--- src/rtl/legv8_ctrl_seq_if.sv ---
// ---------------------------------------------------------------------------
// legv8_ctrl_seq_if
//
// Purpose: bundles the command handshake and the datapath control/status
// signals of the LEGv8 control sequencer.
//
// Handshake: a command transfers on a rising clock edge where both
// cmd_valid and cmd_ready are high. The sequencer raises cmd_ready only
// while idle. cmd_valid and the cmd_* fields are looked at only on that
// edge; between transfers the fields may change freely.
//
// Modports:
//   master : command source / datapath side (drives cmd_*, stat, f)
//   slave  : the sequencer (drives cmd_ready and the control word)
//
// Signals:
//   cmd_valid, cmd_ready          command handshake
//   cmd_op/rd/rn/rm/imm           command fields
//   stat {V,C,N,Z}, f             datapath status and ALU result
//   DA, SA, SB, FS, k, addr       control word selects, constant, RAM address
//   W_reg, W_ram, c_out, B_sel    write enables, carry-in, ALU B source
//   B_en, ram_en, alu_en, D_en    bus drivers / RAM enable
//   done, err, stat_q             completion, illegal-op, captured status
// ---------------------------------------------------------------------------
interface legv8_ctrl_seq_if;
    logic        cmd_valid;
    logic        cmd_ready;
    logic [3:0]  cmd_op;
    logic [4:0]  cmd_rd;
    logic [4:0]  cmd_rn;
    logic [4:0]  cmd_rm;
    logic [63:0] cmd_imm;

    logic [3:0]  stat;
    logic [63:0] f;

    logic [4:0]  DA;
    logic [4:0]  SA;
    logic [4:0]  SB;
    logic [4:0]  FS;
    logic [63:0] k;
    logic [7:0]  addr;
    logic        W_reg;
    logic        W_ram;
    logic        c_out;
    logic        B_sel;
    logic        B_en;
    logic        ram_en;
    logic        alu_en;
    logic        D_en;
    logic        done;
    logic        err;
    logic [3:0]  stat_q;

    modport master (
        output cmd_valid, cmd_op, cmd_rd, cmd_rn, cmd_rm, cmd_imm, stat, f,
        input  cmd_ready, DA, SA, SB, FS, k, addr, W_reg, W_ram, c_out,
               B_sel, B_en, ram_en, alu_en, D_en, done, err, stat_q
    );

    modport slave (
        input  cmd_valid, cmd_op, cmd_rd, cmd_rn, cmd_rm, cmd_imm, stat, f,
        output cmd_ready, DA, SA, SB, FS, k, addr, W_reg, W_ram, c_out,
               B_sel, B_en, ram_en, alu_en, D_en, done, err, stat_q
    );
endinterface

--- src/rtl/legv8_ctrl_seq.sv ---
// ---------------------------------------------------------------------------
// legv8_ctrl_seq
//
// Purpose: multi-cycle control sequencer for the LEGv8 datapath (register
// file, ALU and RAM sharing one data bus). One command is accepted at a
// time and expanded into one (ALU ops) or two (LDUR/STUR) control words.
//
// Ports:
//   clk        system clock, all state on the rising edge
//   rst        synchronous reset, active-high; forces the idle control word
//              combinationally while high
//   bus        legv8_ctrl_seq_if.slave (handshake, control word, status)
//   dbg_state  current FSM state: 0 IDLE, 1 EXEC, 2 ADDR, 3 MEM
//
// Opcodes: 0 ADD, 1 SUB, 2 AND, 3 ORR, 4 ADDI, 5 SUBI, 6 LDUR, 7 STUR,
//          8 CBZ, 9 MOVZ, 10-15 illegal (err pulse, nothing executed).
// ---------------------------------------------------------------------------
module legv8_ctrl_seq (
    input  logic             clk,
    input  logic             rst,
    legv8_ctrl_seq_if.slave  bus,
    output logic [1:0]       dbg_state
);

    localparam logic [4:0] FS_ADD = 5'b01000;
    localparam logic [4:0] FS_SUB = 5'b01001;
    localparam logic [4:0] FS_AND = 5'b00000;
    localparam logic [4:0] FS_ORR = 5'b00100;
    localparam logic [4:0] XZR    = 5'd31;

    localparam logic [3:0] OP_ADD  = 4'd0;
    localparam logic [3:0] OP_SUB  = 4'd1;
    localparam logic [3:0] OP_AND  = 4'd2;
    localparam logic [3:0] OP_ORR  = 4'd3;
    localparam logic [3:0] OP_ADDI = 4'd4;
    localparam logic [3:0] OP_SUBI = 4'd5;
    localparam logic [3:0] OP_LDUR = 4'd6;
    localparam logic [3:0] OP_STUR = 4'd7;
    localparam logic [3:0] OP_CBZ  = 4'd8;
    localparam logic [3:0] OP_MOVZ = 4'd9;

    typedef enum logic [1:0] {
        S_IDLE = 2'd0,
        S_EXEC = 2'd1,
        S_ADDR = 2'd2,
        S_MEM  = 2'd3
    } state_t;

    state_t      state_q, state_d;

    // Latched command fields
    logic [3:0]  op_q;
    logic [4:0]  rd_q;
    logic [4:0]  rn_q;
    logic [4:0]  rm_q;
    logic [63:0] imm_q;

    // Registered outputs
    logic [7:0]  addr_q;
    logic        done_q;
    logic        err_q;
    logic [3:0]  stat_q;

    // Control word (combinational)
    logic [4:0]  da, sa, sb, fs;
    logic [63:0] k_w;
    logic        w_reg, w_ram, c_in, b_sel, b_en, ram_en, alu_en, d_en;

    logic        cmd_ready;
    logic        accept;
    logic        in_legal;
    logic        in_mem;
    logic        rd_ok;

    // Only the low byte of the ALU result forms a RAM address.
    logic        unused_f_hi;
    assign unused_f_hi = ^bus.f[63:8];

    assign cmd_ready = (state_q == S_IDLE) && !rst;
    assign accept    = bus.cmd_valid && cmd_ready;
    assign in_legal  = (bus.cmd_op <= OP_MOVZ);
    assign in_mem    = (bus.cmd_op == OP_LDUR) || (bus.cmd_op == OP_STUR);
    // Writes to the zero register are suppressed at the source.
    assign rd_ok     = (rd_q != XZR);

    // -----------------------------------------------------------------------
    // State and registered outputs
    // -----------------------------------------------------------------------
    always_ff @(posedge clk) begin
        if (rst) begin
            state_q <= S_IDLE;
            op_q    <= '0;
            rd_q    <= XZR;
            rn_q    <= XZR;
            rm_q    <= XZR;
            imm_q   <= '0;
            addr_q  <= '0;
            done_q  <= 1'b0;
            err_q   <= 1'b0;
            stat_q  <= '0;
        end else begin
            state_q <= state_d;
            // done lands in the IDLE cycle after the last control word
            done_q  <= (state_q == S_EXEC) || (state_q == S_MEM);
            err_q   <= accept && !in_legal;
            if (accept) begin
                op_q  <= bus.cmd_op;
                rd_q  <= bus.cmd_rd;
                rn_q  <= bus.cmd_rn;
                rm_q  <= bus.cmd_rm;
                imm_q <= bus.cmd_imm;
            end
            if (state_q == S_ADDR) begin
                addr_q <= bus.f[7:0];
            end
            // EXEC and ADDR are the only cycles where the ALU computes
            if ((state_q == S_EXEC) || (state_q == S_ADDR)) begin
                stat_q <= bus.stat;
            end
        end
    end

    // -----------------------------------------------------------------------
    // Next state and control word
    // -----------------------------------------------------------------------
    always_comb begin
        state_d = state_q;
        da      = XZR;
        sa      = XZR;
        sb      = XZR;
        fs      = FS_ADD;
        k_w     = '0;
        w_reg   = 1'b0;
        w_ram   = 1'b0;
        c_in    = 1'b0;
        b_sel   = 1'b0;
        b_en    = 1'b0;
        ram_en  = 1'b0;
        alu_en  = 1'b0;
        d_en    = 1'b0;

        // Under reset the idle word is held even mid-command so no write
        // can slip out in the reset cycle.
        if (!rst) begin
            unique case (state_q)
                S_IDLE: begin
                    if (accept) begin
                        if (in_mem) begin
                            state_d = S_ADDR;
                        end else if (in_legal) begin
                            state_d = S_EXEC;
                        end
                    end
                end

                S_EXEC: begin
                    state_d = S_IDLE;
                    alu_en  = 1'b1;
                    if (op_q != OP_CBZ) begin
                        w_reg = rd_ok;
                        da    = rd_q;
                    end
                    case (op_q)
                        OP_ADD: begin
                            sa = rn_q;
                            sb = rm_q;
                        end
                        OP_SUB: begin
                            sa   = rn_q;
                            sb   = rm_q;
                            fs   = FS_SUB;
                            c_in = 1'b1;
                        end
                        OP_AND: begin
                            sa = rn_q;
                            sb = rm_q;
                            fs = FS_AND;
                        end
                        OP_ORR: begin
                            sa = rn_q;
                            sb = rm_q;
                            fs = FS_ORR;
                        end
                        OP_ADDI: begin
                            sa    = rn_q;
                            b_sel = 1'b1;
                            k_w   = imm_q;
                        end
                        OP_SUBI: begin
                            sa    = rn_q;
                            b_sel = 1'b1;
                            k_w   = imm_q;
                            fs    = FS_SUB;
                            c_in  = 1'b1;
                        end
                        OP_CBZ: begin
                            // rn + XZR: only the flags matter
                            sa = rn_q;
                        end
                        OP_MOVZ: begin
                            b_sel = 1'b1;
                            k_w   = imm_q;
                        end
                        default: begin
                        end
                    endcase
                end

                S_ADDR: begin
                    state_d = S_MEM;
                    sa      = rn_q;
                    b_sel   = 1'b1;
                    k_w     = imm_q;
                    alu_en  = 1'b1;
                end

                S_MEM: begin
                    state_d = S_IDLE;
                    ram_en  = 1'b1;
                    if (op_q == OP_LDUR) begin
                        d_en  = 1'b1;
                        w_reg = rd_ok;
                        da    = rd_q;
                    end else begin
                        sb    = rm_q;
                        b_en  = 1'b1;
                        w_ram = 1'b1;
                    end
                end

                default: begin
                    state_d = S_IDLE;
                end
            endcase
        end
    end

    assign bus.cmd_ready = cmd_ready;
    assign bus.DA        = da;
    assign bus.SA        = sa;
    assign bus.SB        = sb;
    assign bus.FS        = fs;
    assign bus.k         = k_w;
    assign bus.addr      = addr_q;
    assign bus.W_reg     = w_reg;
    assign bus.W_ram     = w_ram;
    assign bus.c_out     = c_in;
    assign bus.B_sel     = b_sel;
    assign bus.B_en      = b_en;
    assign bus.ram_en    = ram_en;
    assign bus.alu_en    = alu_en;
    assign bus.D_en      = d_en;
    assign bus.done      = done_q;
    assign bus.err       = err_q;
    assign bus.stat_q    = stat_q;
    assign dbg_state     = state_q;

endmodule

--- src/flat_wrapper.sv ---
// flat-port wrapper written by rule: the top's interface ports become plain ports
module legv8_ctrl_seq_flat 
  (clk, rst, dbg_state, bus_cmd_valid, bus_cmd_op, bus_cmd_rd, bus_cmd_rn, bus_cmd_rm, bus_cmd_imm, bus_stat, bus_f, bus_cmd_ready, bus_DA, bus_SA, bus_SB, bus_FS, bus_k, bus_addr, bus_W_reg, bus_W_ram, bus_c_out, bus_B_sel, bus_B_en, bus_ram_en, bus_alu_en, bus_D_en, bus_done, bus_err, bus_stat_q);
  legv8_ctrl_seq_if bus_i ();
  input  logic clk;
  input  logic rst;
  output logic [1:0] dbg_state;
  input wire logic [$bits(bus_i.cmd_valid)-1:0] bus_cmd_valid;
  input wire logic [$bits(bus_i.cmd_op)-1:0] bus_cmd_op;
  input wire logic [$bits(bus_i.cmd_rd)-1:0] bus_cmd_rd;
  input wire logic [$bits(bus_i.cmd_rn)-1:0] bus_cmd_rn;
  input wire logic [$bits(bus_i.cmd_rm)-1:0] bus_cmd_rm;
  input wire logic [$bits(bus_i.cmd_imm)-1:0] bus_cmd_imm;
  input wire logic [$bits(bus_i.stat)-1:0] bus_stat;
  input wire logic [$bits(bus_i.f)-1:0] bus_f;
  output wire logic [$bits(bus_i.cmd_ready)-1:0] bus_cmd_ready;
  output wire logic [$bits(bus_i.DA)-1:0] bus_DA;
  output wire logic [$bits(bus_i.SA)-1:0] bus_SA;
  output wire logic [$bits(bus_i.SB)-1:0] bus_SB;
  output wire logic [$bits(bus_i.FS)-1:0] bus_FS;
  output wire logic [$bits(bus_i.k)-1:0] bus_k;
  output wire logic [$bits(bus_i.addr)-1:0] bus_addr;
  output wire logic [$bits(bus_i.W_reg)-1:0] bus_W_reg;
  output wire logic [$bits(bus_i.W_ram)-1:0] bus_W_ram;
  output wire logic [$bits(bus_i.c_out)-1:0] bus_c_out;
  output wire logic [$bits(bus_i.B_sel)-1:0] bus_B_sel;
  output wire logic [$bits(bus_i.B_en)-1:0] bus_B_en;
  output wire logic [$bits(bus_i.ram_en)-1:0] bus_ram_en;
  output wire logic [$bits(bus_i.alu_en)-1:0] bus_alu_en;
  output wire logic [$bits(bus_i.D_en)-1:0] bus_D_en;
  output wire logic [$bits(bus_i.done)-1:0] bus_done;
  output wire logic [$bits(bus_i.err)-1:0] bus_err;
  output wire logic [$bits(bus_i.stat_q)-1:0] bus_stat_q;
  assign bus_i.cmd_valid = bus_cmd_valid;
  assign bus_i.cmd_op = bus_cmd_op;
  assign bus_i.cmd_rd = bus_cmd_rd;
  assign bus_i.cmd_rn = bus_cmd_rn;
  assign bus_i.cmd_rm = bus_cmd_rm;
  assign bus_i.cmd_imm = bus_cmd_imm;
  assign bus_i.stat = bus_stat;
  assign bus_i.f = bus_f;
  assign bus_cmd_ready = bus_i.cmd_ready;
  assign bus_DA = bus_i.DA;
  assign bus_SA = bus_i.SA;
  assign bus_SB = bus_i.SB;
  assign bus_FS = bus_i.FS;
  assign bus_k = bus_i.k;
  assign bus_addr = bus_i.addr;
  assign bus_W_reg = bus_i.W_reg;
  assign bus_W_ram = bus_i.W_ram;
  assign bus_c_out = bus_i.c_out;
  assign bus_B_sel = bus_i.B_sel;
  assign bus_B_en = bus_i.B_en;
  assign bus_ram_en = bus_i.ram_en;
  assign bus_alu_en = bus_i.alu_en;
  assign bus_D_en = bus_i.D_en;
  assign bus_done = bus_i.done;
  assign bus_err = bus_i.err;
  assign bus_stat_q = bus_i.stat_q;
  legv8_ctrl_seq u_core (.clk(clk), .rst(rst), .bus(bus_i), .dbg_state(dbg_state));
endmodule
--- config.mk ---
export PLATFORM = sky130hd
export DESIGN_NAME = legv8_ctrl_seq_flat
export DESIGN_NICKNAME = d
export VERILOG_FILES = /design/src/rtl/legv8_ctrl_seq_if.sv /design/src/rtl/legv8_ctrl_seq.sv /design/src/flat_wrapper.sv
export SDC_FILE = /design/constraint.sdc
export NUM_CORES = 1
export LEC_CHECK = 0
export BUFFER_PORTS_ARGS = -buffer_cell sky130_fd_sc_hd__clkbuf_2
export CORE_ASPECT_RATIO = 1.4
export CORE_UTILIZATION = 40
export DETAILED_ROUTE_END_ITERATION = 12
export MAX_ROUTING_LAYER = met4
export PLACE_DENSITY = 0.77
export SYNTH_ARGS = -nofsm -noshare
export SYNTH_HDL_FRONTEND = slang
export SYNTH_SLANG_ARGS = --single-unit
--- constraint.sdc ---
create_clock -name clk -period 1.8 [get_ports clk]
set_clock_uncertainty 0.05 [all_clocks]
set_input_delay 0.36 -clock clk [delete_from_list [all_inputs] [get_ports clk]]
set_output_delay 0.36 -clock clk [all_outputs]
set_load 0.03 [all_outputs]
==> metrics <==
largest family of logic cells by synthesized area simple AND/OR/NAND/NOR gates; number of port buffers 204; Vias/cell 4.97; Synth cell types 37; Inserted Clock Buffers 9; Post-Syn Instances 555; hold slack 0.158 ns; CP max FO 4; Buffers & Inverters on Critical Path 2; Routed wire per std cell 15.1 um; io pins 263; synth cell count leaders 99 x dfxtp_1, 92 x nand2_1, 85 x o21ai_0; most used cell, CP buf_4; syn_area_per_cell 8.03 um2; Pwr per Cell Area 1150 nW/um2; number of remaining DRC errors 0; Yosys reg bits 99; Hold Path Stages 3; Final #Nets 930; DP HPWL 8470 um; Mapped Area 4450 um2; Compound-Gate Fraction of Synth Area 11.9%; Final GP Congestion 0.821; FF/Latch Area 2000 um2; WP depth 6; worst setup margin -0.584 ns; Synth top area share 44.5%; M1 WL 5330 um; routed wire length 13900 um; DR WL met3 738 um; FILL cells 778; Main synth FF type dfxtp_1; status finished, violations left; via count 4559; setup tns final -43.24 ns; R2R depth 8; Warnings, synthesis 0; final total power 8.62 mW; simple-gate share of the synthesized area 33.9%; worst-skew pair later-pin latency 0.33 ns; number of antenna violations at the first check in global routing 0; Antenna diodes 0; Reg2Reg Setup Slack 0.06 ns; failing checks negative setup slack; first-pass GRT wire length 21400 um; family with the most delay on the worst path simple AND/OR/NAND/NOR gates; critical path class flop to output port; minimum clock period after layout 2.38 ns; worst vdd ir 0.906 mV; crit start category flop; Critical Path RT 1.39 ns; # clock sinks 99; Synth Area in Adders 1.12%; Initial DRT Pass Iterations 4; DIE AREA 11600 um2; CTS tree built; MaxCap Viol Count 0; layout cells sized above 1 48.8%; slowest stage delay, CP 0.50 ns; fmax 419 MHz; Die H 127 um; area of the multi-input gates 2650 um2; synth top area cells dfxtp_1 44%, nand2b_1 10%, o21ai_0 9.6%; count of final hold-check violations 0; max-slew violation count 0; Post-synth EDFFs 0; starting density of the core 41.0%; post-synthesis mux area share 2.95%; # rows 45; critical path endpoint category output port; Hold Crit Class input port to flop; cts hold-fix bufs 0; area leader, netlist dfxtp_1; starting DRC count in detailed routing 182; DP Area 6050 um2; layout-stage area growth over the synthesis result 68.2%; cell with the most instances after synthesis dfxtp_1; htree depth 3; CP Cell Sequence ha_2 > buf_4 > nor2b_2 > a31oi_1 > or4_4 > buf_4; Tcrit/Tclk final 132%; chip width 91.2 um; asr flop ratio synth 0%; P_leak 3.21 nW; Final Cell Area 7490 um2; clock-pin slew on the worst setup and hold paths 0.07 ns; Synth Area in XOR/XNOR 0%; Clock Tree Root clkbuf_16; Worst path slowest cell or4_4; largest net degree at the start of global routing 58; RSZ-0062 raised after global routing true; GR Overflow Total 0; WL met2 7590 um; total core area 10900 um2; sequential element share of the synthesized area 44.5%; Arr. time, crit path 1.97 ns; endpoints failing setup 89; CTS max path bufs 2; vias in the first global route 4682; highest routed layer met4; Post-DRT Antenna Nets 0; GRT Util Overall 23.5%
-- metrics by stage --
stage | setup slack (ns) | utilization, % | cells
6_report | -0.584 | 68.9 | 917
2_1_floorplan | -0.326 | - | 556
3_5_place_dp | -0.340 | 55.7 | 892
5_1_grt | -0.656 | 68.9 | 917
3_3_place_gp | -0.332 | 55.7 | 892
4_1_cts | -0.651 | 66.7 | 914
-- cells in the final DEF, fill, tap and decap left out, types with 4 or more instances in the layout --
| cell | count |
|---|---|
| nand2_2 | 6 |
| buf_8 | 61 |
| buf_6 | 19 |
| nand2_1 | 87 |
| clkbuf_4 | 5 |
| and2_4 | 63 |
| a21oi_1 | 5 |
| clkbuf_16 | 13 |
| clkbuf_2 | 115 |
| or3_4 | 4 |
| nand2b_1 | 71 |
| dfxtp_1 | 94 |
| o21ai_0 | 82 |
| buf_12 | 8 |
| nor2_1 | 29 |
| mux2i_1 | 12 |
| clkbuf_8 | 11 |
| dfxtp_4 | 4 |
| nand3_2 | 4 |
| buf_4 | 30 |
-- logic make-up after synthesis --
kind of cell               count (synthesis)
AOI/OAI and AO/OA                        101
adders and majority gates                  4
buffers and inverters                     49
DFF                                       99
muxes                                     13
other                                      1
and+or+nand+nor                          288
-- path summary, 6_finish.rpt --
kind	from	end
max	u_core.dbg_state[0]$_SDFFE_PP0P_	bus_DA[3]
max reg2reg	u_core.dbg_state[1]$_SDFFE_PP0P_	u_core.op_q[2]$_SDFFE_PP0P_
min reg2reg	u_core.imm_q[40]$_SDFFE_PP0P_	u_core.imm_q[40]$_SDFFE_PP0P_
min	bus_cmd_rd[2]	u_core.rd_q[2]$_SDFFE_PP1P_
-- where the power goes --
part	total [mW]	internal, mW	leakage (nW)	switching [mW]
logic	3.42	1.56	2.23	1.86
clock network	2.11	1.31	0.164	0.794
registers	3.10	2.75	0.818	0.347
-- metal layers --
metal / global-route usage [%] / up-vias
met4: 8.50 / 0
met2: 42.9 / 187
met3: 4.14 / 22
li1: - / 2212
met1: 25.2 / 2138
met5: - / -
-- area by class of cell --
cell class | count | share of cell area (%)
clock buffer | 13 | 4.04
clock inverter | 2 | 0.501
inverter | 4 | 0.267
multi-input combinational | 408 | 35.4
sequential | 99 | 26.7
tap | 141 | 2.35
timing repair buffer | 250 | 30.8
-- worst min-delay path, delay by kind of cell --
kind | cells | cell delay, ns
buf+inv | 1 | 0.08
simple gates | 2 | 0.08
-- sequential cells by signal (all words and copies together), names as in the netlist --
name,count
u_core.imm_q,64
u_core.bus.addr,8
u_core.rd_q,5
u_core.rm_q,5
u_core.rn_q,5
u_core.bus.stat_q,4
u_core.op_q,4
u_core.dbg_state,2
u_core.bus.done,1
u_core.bus.err,1
-- timing repair --
action                                  in CTS  in global routing
pin swaps                                    2                  9
cloned                                       2                  1
endpoints found under the setup margin      91                 91
gates resized for setup                    176                120
setup buffers                                5                  6
Note: power is estimated with default switching activity, not from simulation.
